[config.mk]
export PLATFORM = sky130hd
export DESIGN_NAME = float2int32_seq
export DESIGN_NICKNAME = d
export VERILOG_FILES = /design/src/rtl/float2int32_seq.sv
export SDC_FILE = /design/constraint.sdc
export NUM_CORES = 1
export LEC_CHECK = 0
export ABC_AREA = 1
export ABC_CLOCK_PERIOD_IN_PS = 3200
export BUFFER_PORTS_ARGS = -buffer_cell sky130_fd_sc_hd__buf_2
export CORE_UTILIZATION = 50
export CTS_BUF_LIST = sky130_fd_sc_hd__clkbuf_2 sky130_fd_sc_hd__clkbuf_4 sky130_fd_sc_hd__clkbuf_8
export DETAILED_ROUTE_END_ITERATION = 8
export PLACE_DENSITY = 0.74
export SLEW_MARGIN = 25
export SYNTH_ARGS = -nofsm -noshare
export SYNTH_HDL_FRONTEND = slang
export SYNTH_SLANG_ARGS = --single-unit
[constraint.sdc]
create_clock -name clk -period 3.2 [get_ports clk]
set_input_delay 0.64 -clock clk [delete_from_list [all_inputs] [get_ports clk]]
set_output_delay 0.64 -clock clk [all_outputs]
set_load 0.02 [all_outputs]
[src/rtl/float2int32_seq.sv]
// float2int32_seq: iterative float32 to int32 converter with valid/ready handshakes
module float2int32_seq #(
    parameter int STEP = 4
) (
    input  logic        clk,
    input  logic        rst,
    input  logic        in_valid,
    output logic        in_ready,
    input  logic [31:0] in_data,
    output logic        out_valid,
    input  logic        out_ready,
    output logic [31:0] out_data,
    output logic        out_ovf,
    output logic        out_nan
);
    typedef enum logic [1:0] {IDLE, SHIFT, DONE} state_t;
    localparam logic [4:0] S = 5'(STEP);
    state_t      st, nx;
    logic [31:0] sr, base, sat, sp_res, sh;
    logic [4:0]  cnt, amt, n;
    logic [7:0]  ex;
    logic [22:0] mt;
    logic        left, sg, acc, spec, last, sp_ovf, sp_nan;
    assign ex        = in_data[30:23];
    assign mt        = in_data[22:0];
    assign in_ready  = st == IDLE;
    assign out_valid = st == DONE;
    assign acc       = in_valid && in_ready;
    assign base      = {8'b0, 1'b1, mt};
    assign sat       = in_data[31] ? 32'h8000_0000 : 32'h7fff_ffff;
    assign spec      = ex == 8'd255 || ex < 8'd127 || ex >= 8'd158 || ex == 8'd150;
    assign sp_nan    = ex == 8'd255 && mt != 23'd0;
    assign sp_ovf    = (ex == 8'd255 && mt == 23'd0) || (ex >= 8'd158 && ex != 8'd255 && in_data != 32'hcf00_0000);
    assign sp_res    = ex == 8'd255 ? (mt != 23'd0 ? 32'd0 : sat) :
                       ex < 8'd127  ? 32'd0 :
                       ex >= 8'd158 ? sat :
                       (in_data[31] ? -base : base);
    assign n         = ex < 8'd150 ? 5'd22 - ex[4:0] : ex[4:0] - 5'd22;
    assign last      = cnt <= S;
    assign amt       = last ? cnt : S;
    assign sh        = left ? sr << amt : sr >> amt;
    // state register
    always_ff @(posedge clk or posedge rst) begin
        if (rst) st <= IDLE;
        else     st <= nx;
    end
    // next-state selection
    always_comb begin
        nx = st;
        case (st)
            IDLE:    nx = acc ? (spec ? DONE : SHIFT) : IDLE;
            SHIFT:   nx = last ? DONE : SHIFT;
            DONE:    nx = out_ready ? IDLE : DONE;
            default: nx = IDLE;
        endcase
    end
    // operand capture, iterative shift and result registers
    always_ff @(posedge clk or posedge rst) begin
        if (rst) begin
            sr       <= '0;
            cnt      <= '0;
            left     <= 1'b0;
            sg       <= 1'b0;
            out_data <= '0;
            out_ovf  <= 1'b0;
            out_nan  <= 1'b0;
        end else if (acc) begin
            sg      <= in_data[31];
            sr      <= base;
            cnt     <= n;
            left    <= ex > 8'd150;
            out_ovf <= sp_ovf;
            out_nan <= sp_nan;
            if (spec) out_data <= sp_res;
        end else if (st == SHIFT) begin
            sr  <= sh;
            cnt <= cnt - amt;
            if (last) out_data <= sg ? -sh : sh;
        end
    end
endmodule

==> metrics.md <==
| Metric | Value |
|---|---|
| Status | `complete, no violations` |
| Clk_skew | `0.0124 ns` |
| Synthesis-to-layout area growth | `10.3%` |
| Die H | `129 microns` |
| DR vias/cell | `6.00` |
| Initial core utilization | `51.0%` |
| Cells after Synth | `1,263` |
| Max_slew headroom | `47.0%` |
| Post-Synth Simple-Gate Area | `52.1%` |
| Max-slew violations | `0` |
| Global route total overflow | `0` |
| Tightest Pin Transition | `0.794 ns` |
| Leakage | `4.29 nW` |
| Net switching share of the total power | `59.0%` |
| Setup tns final | `0 ns` |
| Comb pwr share | `75.5%` |
| Cell with the most instances after synthesis | `nand2_1` |
| Share of the synthesized area in the top cell type | `23.3%` |
| Unrepaired setup endpoints after global routing | `false` |
| CTS resizes | `0` |
| Max_cap viols | `0` |
| Pwr dens | `1310 nW/um^2` |
| Post-synthesis mux area share | `0%` |
| Mean Syn Cell Area | `6.37 sq um` |
| Post-CTS setup buffer count | `0` |
| Layout cell share with drive strength beyond 1 | `19.2%` |
| IO Count | `72` |
| H-tree depth | `3` |
| Longest Clk Path Bufs | `2` |
| Row count | `46` |
| CP max FO | `29` |
| Ys flop type | `dfrtp_1` |
| Setup WS pre-CTS | `0.150 ns` |
| Worst EP arrival | `3.28 ns` |
| Type of origin of the critical path | `register` |
| Async SR Flop Fraction | `100%` |
| Synth Register Bits | `75` |
| Final nets | `1,358` |
| Adder-cell share of the synthesized area | `0.933%` |
| Non-Filler Instances | `1,537` |
| Post-route clock period utilization | `92.9%` |
| Num CTS Buffers | `9` |
| Final Hold Violating Endpoints | `0` |
| Post-placement cell count | `1,521` |
| Design area | `8870 sq um` |
| Clock power share | `8.3%` |
| Compound-cell area share of the yosys netlist | `12.7%` |
| Cell taking the most area after synthesis | `dfrtp_1` |
| Clk_lat worst skew | `0.39 ns` |
| Core area | `15,800 sq um` |
| Final worst path period need | `2.97 ns` |
| DP HPWL | `20,500 microns` |
| Vias in the first global route | `8,345` |
| Die footprint | `16,600 sq um` |
| Max Clock Freq | `0.336 GHz` |
| Final Setup Violations | `0` |
| Setup CP Type | `reg2reg` |
| Pin count of the biggest net entering global routing | `59` |
| DP Area | `8620 sq um` |
| Worst setup margin | `0.227 ns` |
| Total internal power | `4.78 mW` |
| Initial antenna violation count | `0` |
| Placer congestion estimate | `0.945` |
| # hold bufs at CTS | `0` |
| Worst setup EP type | `register` |
| DRT iter0 DRCs | `1,090` |
| Clk sinks | `75` |
| Drt pass-1 iters | `6` |
| Tot GR Track Use | `34.0%` |
| XOR/XNOR share of the synthesized area | `1.42%` |
| Vias | `9,219` |
| Diodes inserted | `0` |
| Final ANT Viol Nets | `0` |
| Synth unique cells | `53` |
| Residual DRC | `0` |
| Sequential share of the synthesized area | `23.3%` |
| Port bufs | `71` |
| HP Class | `in2async` |
| Worst IR Drop VDD | `0.475 mV` |
| Clock-pin slew on the worst setup and hold paths | `0.09 ns` |
| TritonCTS clock tree | `yes` |
| First-pass GRT wire length | `43,800 microns` |
| Total routed wirelength | `27,300 microns` |
| Post-synth EDFFs | `0` |
| DR WL/cell | `17.7 microns` |
| Post-Syn Nets | `1,305` |
| Largest family of logic cells by synthesized area | `simple AND/OR/NAND/NOR gates` |
| Commonest cells post-synth | `nand2_1, nand3_1, nor2_1` |
| Yosys warning total | `0` |
| CP required | `3.51 ns` |
| Sequential share of power | `16.3%` |
| Hold slack | `0.369 ns` |
| Netlist Area Pre-Place | `8040 sq um` |
| Root Buffer | `clkbuf_8` |
| Die width | `129 microns` |
| Largest cells by area after synthesis | `dfrtp_1, nand3_1, nand2_1` |
| NetSw | `6.87 mW` |
final cells by class:
class,instances,area [sq um]
well taps,216,270
clock inverters,6,113
clock buffers,10,138
multi-input cells,1021,5420
fillers,1631,6900
flip-flops and latches,75,1880
repair buffers,113,696
inverters,96,364
registers in the layout, summed over array words and instances (netlist names):
name and flops:
cnt 5, sr 32, st 2, out_nan 1
out_ovf 1, left 1, sg 1, out_data 32
metrics by stage:
step,util (%),power (mW)
final,56.3,11.6
after CTS,56.3,11.5
after global placement,54.7,10.4
after detailed placement,54.7,10.5
after floorplan,-,8.36
after global routing,56.3,12.6
path summary, 6_finish.rpt:
check / start / endpoint / slack [ns] / depth (start not counted)
worst max-delay path: cnt[4] / out_data[27] / 0.23 / 17
worst min-delay path: rst / out_data[28] / 0.37 / 2
worst max register to register: cnt[4] / out_data[27] / 0.23 / 17
worst min register to register: out_nan / out_nan / 0.49 / 2
max in group asynchronous: rst / out_data[7] / 2.08 / 3
min in group clk: out_nan / out_nan / 0.49 / 2
logic make-up after synthesis:
group / after synthesis
AO/OA/AOI/OAI: 176
AND/OR/NAND/NOR: 825
flip-flops: 75
other: 1
XOR/XNOR: 13
buffers and inverters: 167
adder cells (fa/ha/maj): 6
power groups by stage:
stage | sequential [mW] | clock [mW] | combinational (mW)
4_1_cts | 1.87 | 0.963 | 8.65
5_1_grt | 1.93 | 1.00 | 9.62
6_report | 1.89 | 0.961 | 8.79
3_5_place_dp | 1.88 | 0 | 8.60
3_3_place_gp | 1.89 | 0 | 8.54
2_1_floorplan | 2.01 | 0 | 6.35
placed cells by master, fill, tap and decap left out, types with 3 or more instances in the layout:
cell type,synthesis,final
inv_2,11,11
and3_1,3,3
inv_1,81,80
buf_2,24,71
o21ai_0,62,62
a21oi_1,61,61
nand2_1,283,282
clkbuf_8,0,10
ha_1,6,6
nand3_1,274,274
nand2_2,23,24
o21ai_1,3,3
o221ai_1,12,12
nor4_1,4,4
nor2_4,26,26
buf_4,5,40
nor2_1,93,90
nor2_2,10,13
or2_2,6,6
nand2_4,17,17
nand3b_1,5,5
xor2_1,11,11
dfrtp_1,75,75
bufinv_16,0,3
nand3_2,18,18
clkinv_1,3,3
o211ai_1,12,12
nand4_1,38,38
a21oi_2,3,3
a31oi_1,10,10
nor3_1,17,17
worst max-delay path: stages (launching register included):
cell and delay, ns:
dfrtp_1 0.41, nor2_4 0.21, buf_4 0.25, nand2_4 0.10, inv_2 0.09, nor2_2 0.03
buf_4 0.25, nand3_1 0.13, nand2_1 0.11, nor2_4 0.17, nand2_2 0.12, nor2_4 0.17
nand2_2 0.16, nor2_1 0.22, nand2_1 0.12, nand3_1 0.08, nand3_1 0.09, a21oi_1 0.17
routing by layer:
metal / GRT usage (%) / part of all wire [%] / vias to the layer above
li1: - / - / 4405
met1: 47.1 / 44 / 4287
met2: 54.2 / 46 / 472
met3: 4.62 / 8.3 / 55
met4: 11.7 / 2.6 / 0
met5: 0 / 0 / -
(Power assumes the default switching activity.)
